$ cat src/rtl/sop_eval_pipe.sv
`default_nettype none
// +--------------------------------------------------------------------------+
// | Module  : sop_eval_pipe                                                  |
// | Brief   : 2-stage valid/ready sum-of-products evaluator, popcount, hits  |
// | Revision: 1.0 - initial release                                          |
// +--------------------------------------------------------------------------+
module sop_eval_pipe #(
  parameter int WIDTH = 8,
  parameter int CNT_W = 16
) (
  input  logic                         clk,
  input  logic                         rst_n,
  input  logic                         in_valid,
  output logic                         in_ready,
  input  logic [WIDTH-1:0]             a,
  input  logic [WIDTH-1:0]             b,
  input  logic [WIDTH-1:0]             c,
  input  logic [WIDTH-1:0]             d,
  input  logic [WIDTH-1:0]             e,
  input  logic [WIDTH-1:0]             f,
  input  logic [1:0]                   mode,
  output logic                         out_valid,
  input  logic                         out_ready,
  output logic [WIDTH-1:0]             w,
  output logic [$clog2(WIDTH+1)-1:0]   w_ones,
  input  logic                         clr_count,
  output logic [CNT_W-1:0]             hit_count
);

  localparam int         OW         = $clog2(WIDTH+1);
  localparam logic [1:0] c_MODE_OR  = 2'b00;
  localparam logic [1:0] c_MODE_AND = 2'b01;
  localparam logic [1:0] c_MODE_XOR = 2'b10;

  logic [WIDTH-1:0] r_t0, r_t1, r_t2;
  logic [1:0]       r_mode;
  logic             r_s1_valid;
  logic             r_out_valid;
  logic [WIDTH-1:0] r_w;
  logic [OW-1:0]    r_ones;
  logic [CNT_W-1:0] r_hit;

  logic             w_s1_load;
  logic             w_s2_load;
  logic             w_out_xfer;
  logic [WIDTH-1:0] w_comb;
  logic [OW-1:0]    w_pop;

  // in_ready depends on out_ready only, never on in_valid.
  assign w_s2_load  = r_s1_valid & (~r_out_valid | out_ready);
  assign in_ready   = ~r_s1_valid | w_s2_load;
  assign w_s1_load  = in_valid & in_ready;
  assign w_out_xfer = r_out_valid & out_ready;

  always_comb begin
    w_comb = '0;
    case (r_mode)
      c_MODE_OR:  w_comb = r_t0 | r_t1 | r_t2;
      c_MODE_AND: w_comb = r_t0 & r_t1 & r_t2;
      c_MODE_XOR: w_comb = r_t0 ^ r_t1 ^ r_t2;
      default:    w_comb = (r_t0 & r_t1) | (r_t0 & r_t2) | (r_t1 & r_t2);
    endcase
  end

  always_comb begin
    w_pop = '0;
    for (int i = 0; i < WIDTH; i++) begin
      w_pop = w_pop + OW'(w_comb[i]);
    end
  end

  always_ff @(posedge clk or negedge rst_n) begin
    if (!rst_n) begin
      r_t0       <= '0;
      r_t1       <= '0;
      r_t2       <= '0;
      r_mode     <= '0;
      r_s1_valid <= 1'b0;
    end else begin
      if (w_s1_load) begin
        r_t0   <= a & b;
        r_t1   <= ~c & d;
        r_t2   <= e ^ f;
        r_mode <= mode;
      end
      if (w_s1_load) begin
        r_s1_valid <= 1'b1;
      end else if (w_s2_load) begin
        r_s1_valid <= 1'b0;
      end
    end
  end

  // A load in the same edge as an output transfer replaces the result with no bubble.
  always_ff @(posedge clk or negedge rst_n) begin
    if (!rst_n) begin
      r_out_valid <= 1'b0;
      r_w         <= '0;
      r_ones      <= '0;
    end else if (w_s2_load) begin
      r_out_valid <= 1'b1;
      r_w         <= w_comb;
      r_ones      <= w_pop;
    end else if (out_ready) begin
      r_out_valid <= 1'b0;
    end
  end

  always_ff @(posedge clk or negedge rst_n) begin
    if (!rst_n) begin
      r_hit <= '0;
    end else if (clr_count) begin
      r_hit <= '0;
    end else if (w_out_xfer && (|r_w) && !(&r_hit)) begin
      r_hit <= r_hit + 1'b1;
    end
  end

  assign out_valid = r_out_valid;
  assign w         = r_w;
  assign w_ones    = r_ones;
  assign hit_count = r_hit;

endmodule
`default_nettype wire

$ cat config.mk
export PLATFORM = sky130hd
export DESIGN_NAME = sop_eval_pipe
export DESIGN_NICKNAME = d
export VERILOG_FILES = /design/src/rtl/sop_eval_pipe.sv
export SDC_FILE = /design/constraint.sdc
export NUM_CORES = 1
export LEC_CHECK = 0
export CORE_MARGIN = 2
export CORE_UTILIZATION = 45
export CTS_BUF_LIST = sky130_fd_sc_hd__clkbuf_4
export DETAILED_ROUTE_END_ITERATION = 10
export PLACE_DENSITY = 0.87
export SYNTH_ARGS = -nofsm -noshare
export SYNTH_HDL_FRONTEND = slang
export SYNTH_SLANG_ARGS = --single-unit
$ cat constraint.sdc
create_clock -name clk -period 3.3 [get_ports clk]
set_input_delay 0.33 -clock clk [delete_from_list [all_inputs] [get_ports clk]]
set_output_delay 0.33 -clock clk [all_outputs]
set_load 0.005 [all_outputs]
After elaboration in Yosys (flattened, before gate mapping)

Index checks and enable logic that the tools add are counted.

Flip-flop bits (word level): 56
Latch bits: 0
Memory bits (writable): 0
Memory bits (read-only): 0
Bits of input ports: 55
Output and inout port bits: 30
Logic and storage cells: 56
Memories: 0

Add/subtract/negate cells: 8
Multipliers: 0
Div/mod/pow operators: 0
$lt $le $gt $ge: 0
Equal/unequal tests: 2
Shift-type cells: 0
Muxes and demuxes: 7
Bitwise logic cells: 21
Reduce and logical (&&, ||, !) cells: 9

Operator list:

| kind                  | count |
|---|---|
| $and 8x8->8           | 6 |
| $mux 16               | 2 |
| $or 8x8->8            | 4 |
| $pmux 8 s3            | 1 |
| $xor 8x8->8           | 3 |
| $add 16x1->16 const B | 1 |
| $add 4x1->4           | 4 |
| $reduce_and 16->1     | 1 |
| $not 8->8             | 1 |
| $reduce_or 8->1       | 1 |
| $reduce_bool 2->1     | 3 |
| $add 3x1->4           | 1 |
| $mux 1                | 4 |
| $add 2x1->3           | 1 |
| $and 1x1->1           | 3 |
| $add 1x1->2           | 1 |
| $eq 2x1->1 const B    | 1 |
| $eq 2x2->1 const B    | 1 |
| $logic_and 1x1->1     | 2 |
| $logic_not 2->1       | 1 |
| $not 1->1             | 2 |
| $or 1x1->1            | 2 |
| $logic_not 1->1       | 1 |

Longest topological paths before layout

Depth after elaboration: 11
Gate-level depth with buffers: 15
Depth with buffers taken out: 15

Worst setup path before layout

No wires, ideal clock.

Kind: reg2reg
From: register r_t0[0]
To: register r_ones[2] (netlist: w_ones[2])
Setup time: 0.083 ns
Arrival time: 3.558 ns
Path slack: -0.341 ns
Stages on the path, launching flop included: 16
Buffers on the path: 0
Period minus slack after synthesis: 3.641 ns
Cell sequence: dfrtp_1 > inv_1 > fa_1 > mux2i_1 > nand2_1 > o21ai_0 > fa_1 > fa_1 > inv_1 > fa_1 > inv_1 > ha_1 > inv_1 > fa_1 > xor2_1 > o21ai_0

Word-level cells in the longest chain between the ends: 11

Ends and longest elaborated chain:

| what                                  | RTL line | text |
|---|---|---|
| start, declared                       | 35       | `logic [WIDTH-1:0] r_t0, r_t1, r_t2;` |
| start signal, assigned                | 81       | `r_t0 <= a & b;` |
| $and 8x8->8, on equally long branches | 59, 61   |  |
| $or 8x8->8 (2 in series)              | 61       | `default: w_comb = (r_t0 & r_t1) \| (r_t0 & r_t2) \| (r_t1 & r_t2);` |
| $pmux 8 s3 (*)                        | 57       | `case (r_mode)` |
| named net w_comb[0]                   | 46       | `logic [WIDTH-1:0] w_comb;` |
| $add 1x1->2 (*)                       | 68       | `w_pop = w_pop + OW'(w_comb[i]);` |
| $add 2x1->3 (*)                       | 68       |  |
| $add 3x1->4 (*)                       | 68       |  |
| $add 4x1->4 (*) (4 in series)         | 68       |  |
| end signal, assigned                  | 103      | `r_ones <= w_pop;` |
| end, declared                         | 40       | `logic [OW-1:0] r_ones;` |

The timed path passes the listed nets; every way through them passes the cells marked *.
A chain may end at the register's enable or synchronous reset.

Worst setup path after layout

From: register r_t2[0]
To: register r_ones[1] (netlist: w_ones[1])

Word-level cells in the longest chain between the ends: 11

Ends and longest elaborated chain:

| what                          | RTL line | text |
|---|---|---|
| start, declared               | 35       |  |
| start signal, assigned        | 83       | `r_t2 <= e ^ f;` |
| $and 8x8->8                   | 61       |  |
| $or 8x8->8 (2 in series)      | 61       |  |
| $pmux 8 s3 (*)                | 57       |  |
| named net w_comb[0]           | 46       |  |
| $add 1x1->2 (*)               | 68       |  |
| $add 2x1->3 (*)               | 68       |  |
| $add 3x1->4 (*)               | 68       |  |
| $add 4x1->4 (*) (4 in series) | 68       |  |

Marks and branches as above.

==> results by group <==
Route
  – Drt pass-1 iters: 4
  – DR DRC count: 0
  – Drt initial violations: 71
  – Routed WL per cell: roughly 13 um
  – Antenna Nets Post-Route: 0
  – Wl on met1: about 3000 um
  – Top Metal Used: met4
  – DR vias: ~2.7k
  – Met2 wire len: between 3000 and 4000 um
  – Met3 WL: a little under 400 um
  – Final wirelength: ~7100 um
  – Drt via density: approximately 5

Clock network
  – Clock Latency Late Sink: approximately 0.38 ns
  – Post-CTS Hold Buffers: 0
  – Clk sink count: 56
  – CTS tree: built
  – CTS root buf: clkbuf_4
  – H-tree levels: 2
  – CTS buffer count: 5
  – Clk slew on worst S/H paths: approximately 0.15 ns
  – Buffer depth of the longest clock path: 2

Yosys
  – Cell variety after synth: 39
  – Number of flops mapped to enable cells by yosys: 0
  – Largest area contributor in the netlist: dfrtp_1
  – Synth cell count leaders: dfrtp_1, nand2_1, inv_1
  – Synth Cell Area: between 3000 and 4000 um2
  – Syn nets: between 400 and 500
  – Ys async rst share: 100%
  – Yosys top cell area share: between 40% and 50%
  – Seq/Total Area, Yosys: 41.9%
  – Yosys synthesis warning count: 0
  – Synthesized flop and latch total: 56
  – Average size of a mapped cell: around 10 um2
  – Ys flop type: dfrtp_1
  – Synth area leaders: dfrtp_1, ha_1, fa_1, nand2_1, o21ai_0
  – Most common cell in the synthesized netlist: dfrtp_1
  – Cells after synthesis: approximately 340

STA
  – Final setup fails: 4
  – Final period util: 110%
  – Final TNS setup: -1.02 ns
  – Tmin final: 3.64 ns
  – WHS: 0.0442 ns
  – Final hold vios: 0
  – Worst Skew: roughly 0.009 ns
  – Slew @ Worst Pin: about 0.9 ns
  – Final Worst Setup Slack: -0.343 ns
  – RSZ-0062 raised after global routing: yes
  – Max Freq: approximately 0.27 GHz
  – Relative slew slack: about two fifths
  – Slew Viols, Final: 0

Critical path
  – Crit path launch: r_t2[0]
  – Setup crit end kind: flip-flop
  – WP data arrival: ~4 ns
  – Worst r2r src: r_t2[0]
  – CP required: 3.61 ns
  – Critical path class: reg2reg
  – Worst Setup Start Kind: flip-flop
  – Crit path max fanout: 2

Global routing
  – First-pass GRT wire length: around 12000 um
  – Grt ovf: 0
  – Pin count of the biggest net entering global routing: 42
  – Initial antenna violation count: 0
  – Vias in the first global route: around 2.7k
  – Overall routing resource usage: between 10% and 20%

Power
  – Flop pwr share: 39.3%
  – Comb power frac: between 40% and 50%
  – Leak: between 0.0015 and 0.002 uW
  – Clock share of power: between 10% and 20%
  – Tot Pwr: between 2000 and 2500 uW
  – Net Sw Frac: approximately a third
  – Net load switching power: just under 800 uW
  – Peak supply drop: approximately 240 uV
  – Int Power: approximately 1500 uW
  – Pwr dens: 502 nW/um2

Floorplan
  – Initial Util: between 40% and 50%
  – Site row count: 31
  – IO Count: 85
  – Core area: 7210 um2
  – Die Width: ~90 um
  – Die Ht: approximately 90 um
  – Die area: 8140 um2

Min path
  – Type of the worst min-delay path: in2async

Place
  – Placed Instance Area: around 4400 um2
  – Number of I/O port buffers: between 80 and 90
  – GP Congestion: between 0.9 and 1
  – HPWL after DPL: 5590 um

Cells and area
  – Final #Nets: 526
  – Layout Utilization: 62.9%
  – Layout area overhead: 35.6%
  – Post-route cell area: 4530 um2
  – Ant. Diodes: 0
  – Layout cells sized above 1: 16.4%

Outcome
  – Status: complete, but fails checks
  – Failing checks: negative setup slack

Job
  – Maxcap violations: 0
[cell type report]
cell class                 count  area, um2
tap                           99        124
timing repair buffer         110       1030
clock inverter                 1       3.75
sequential                    56       1400
inverter                      30        113
multi-input combinational    236       1810
clock buffer                   7       52.6
fill                         617       2680
[registers in the layout, indices dropped and copies added, names as in the netlist]
name	cells
hit_count	16
r_t0	8
r_t1	8
r_t2	8
w	8
w_ones	4
r_mode	2
out_valid	1
r_s1_valid	1
[layout by cell type, fill, tap and decap left out, types with 7 or more instances in the layout]
cell type | netlist | routed
xor2_1 | 10 | 10
ha_1 | 20 | 19
mux2_2 | 10 | 9
clkbuf_4 | 0 | 7
dfrtp_1 | 56 | 56
nand2_1 | 43 | 43
a21oi_1 | 19 | 17
nand2b_1 | 11 | 11
mux2i_1 | 7 | 7
inv_1 | 30 | 23
clkdlybuf4s50_1 | 0 | 83
o21ai_0 | 25 | 21
inv_2 | 0 | 7
fa_1 | 12 | 10
buf_4 | 0 | 26
nor2_1 | 25 | 25
xnor2_1 | 12 | 12
[cells by family (layout without fill, tap and decap cells)]
| family | count (synthesis) | after routing | synth area share [%] |
|---|---|---|---|
| xor gates and xnor gates | 22 | 22 | 5.76 |
| buffers and inverters | 44 | 148 | 5.31 |
| muxes | 18 | 18 | 5.91 |
| DFF | 56 | 56 | 41.9 |
| AOI/OAI and AO/OA | 54 | 54 | 9.47 |
| adders and majority gates | 32 | 32 | 14.7 |
| and+or+nand+nor | 110 | 110 | 17.0 |
[per-layer routing]
metal	vias up	track usage (%)
met5	-	0
met4	0	4.36
met3	6	3.86
met2	83	32.6
met1	1299	22.3
li1	1314	-
[repair_timing]
action / 4_1_cts / 5_1_grt
pin swaps: 6 / 4
setup endpoints to repair: 4 / 4
resized for setup: 6 / 5
buffers inserted: 2 / 3
[power by group through the flow]
| stage | clock network, uW | logic (uW) | registers, uW |
|---|---|---|---|
| 2_1_floorplan | 0 | 546 | 887 |
| 3_3_place_gp | 0 | 884 | 899 |
| 3_5_place_dp | 0 | 947 | 906 |
| 4_1_cts | 317 | 1050 | 893 |
| 5_1_grt | 339 | 1200 | 911 |
| 6_report | 304 | 1080 | 895 |
[per-stage QoR]
stage	instances	setup slack, ns
finish	539	-0.343
global route	539	-0.453
CTS	536	-0.352
detailed placement	526	-0.408
global placement	526	-0.220
floorplan	336	-0.180
[worst paths after layout]
path	cells past startpoint	slack [ns]	end
worst max-delay path	14	-0.34	w_ones[1]
worst min-delay path	1	0.04	hit_count[11]
worst max register to register	14	-0.34	w_ones[1]
worst min register to register	2	0.51	w_ones[2]
max in group asynchronous	2	2.48	r_t0[5]
min in group clk	3	0.48	r_t0[2]
[critical path, cell delays in order, from the launching register on]
cell and delay [ns]:
dfrtp_1 0.39, inv_2 0.05, fa_1 0.54, mux2i_1 0.08, nand2_1 0.10, o21ai_2 0.07
fa_1 0.50, fa_1 0.51, inv_2 0.04, fa_2 0.52, inv_2 0.05, ha_4 0.15
inv_2 0.04, fa_2 0.42, o21ai_2 0.12
Note: power is estimated with default switching activity, not from simulation.
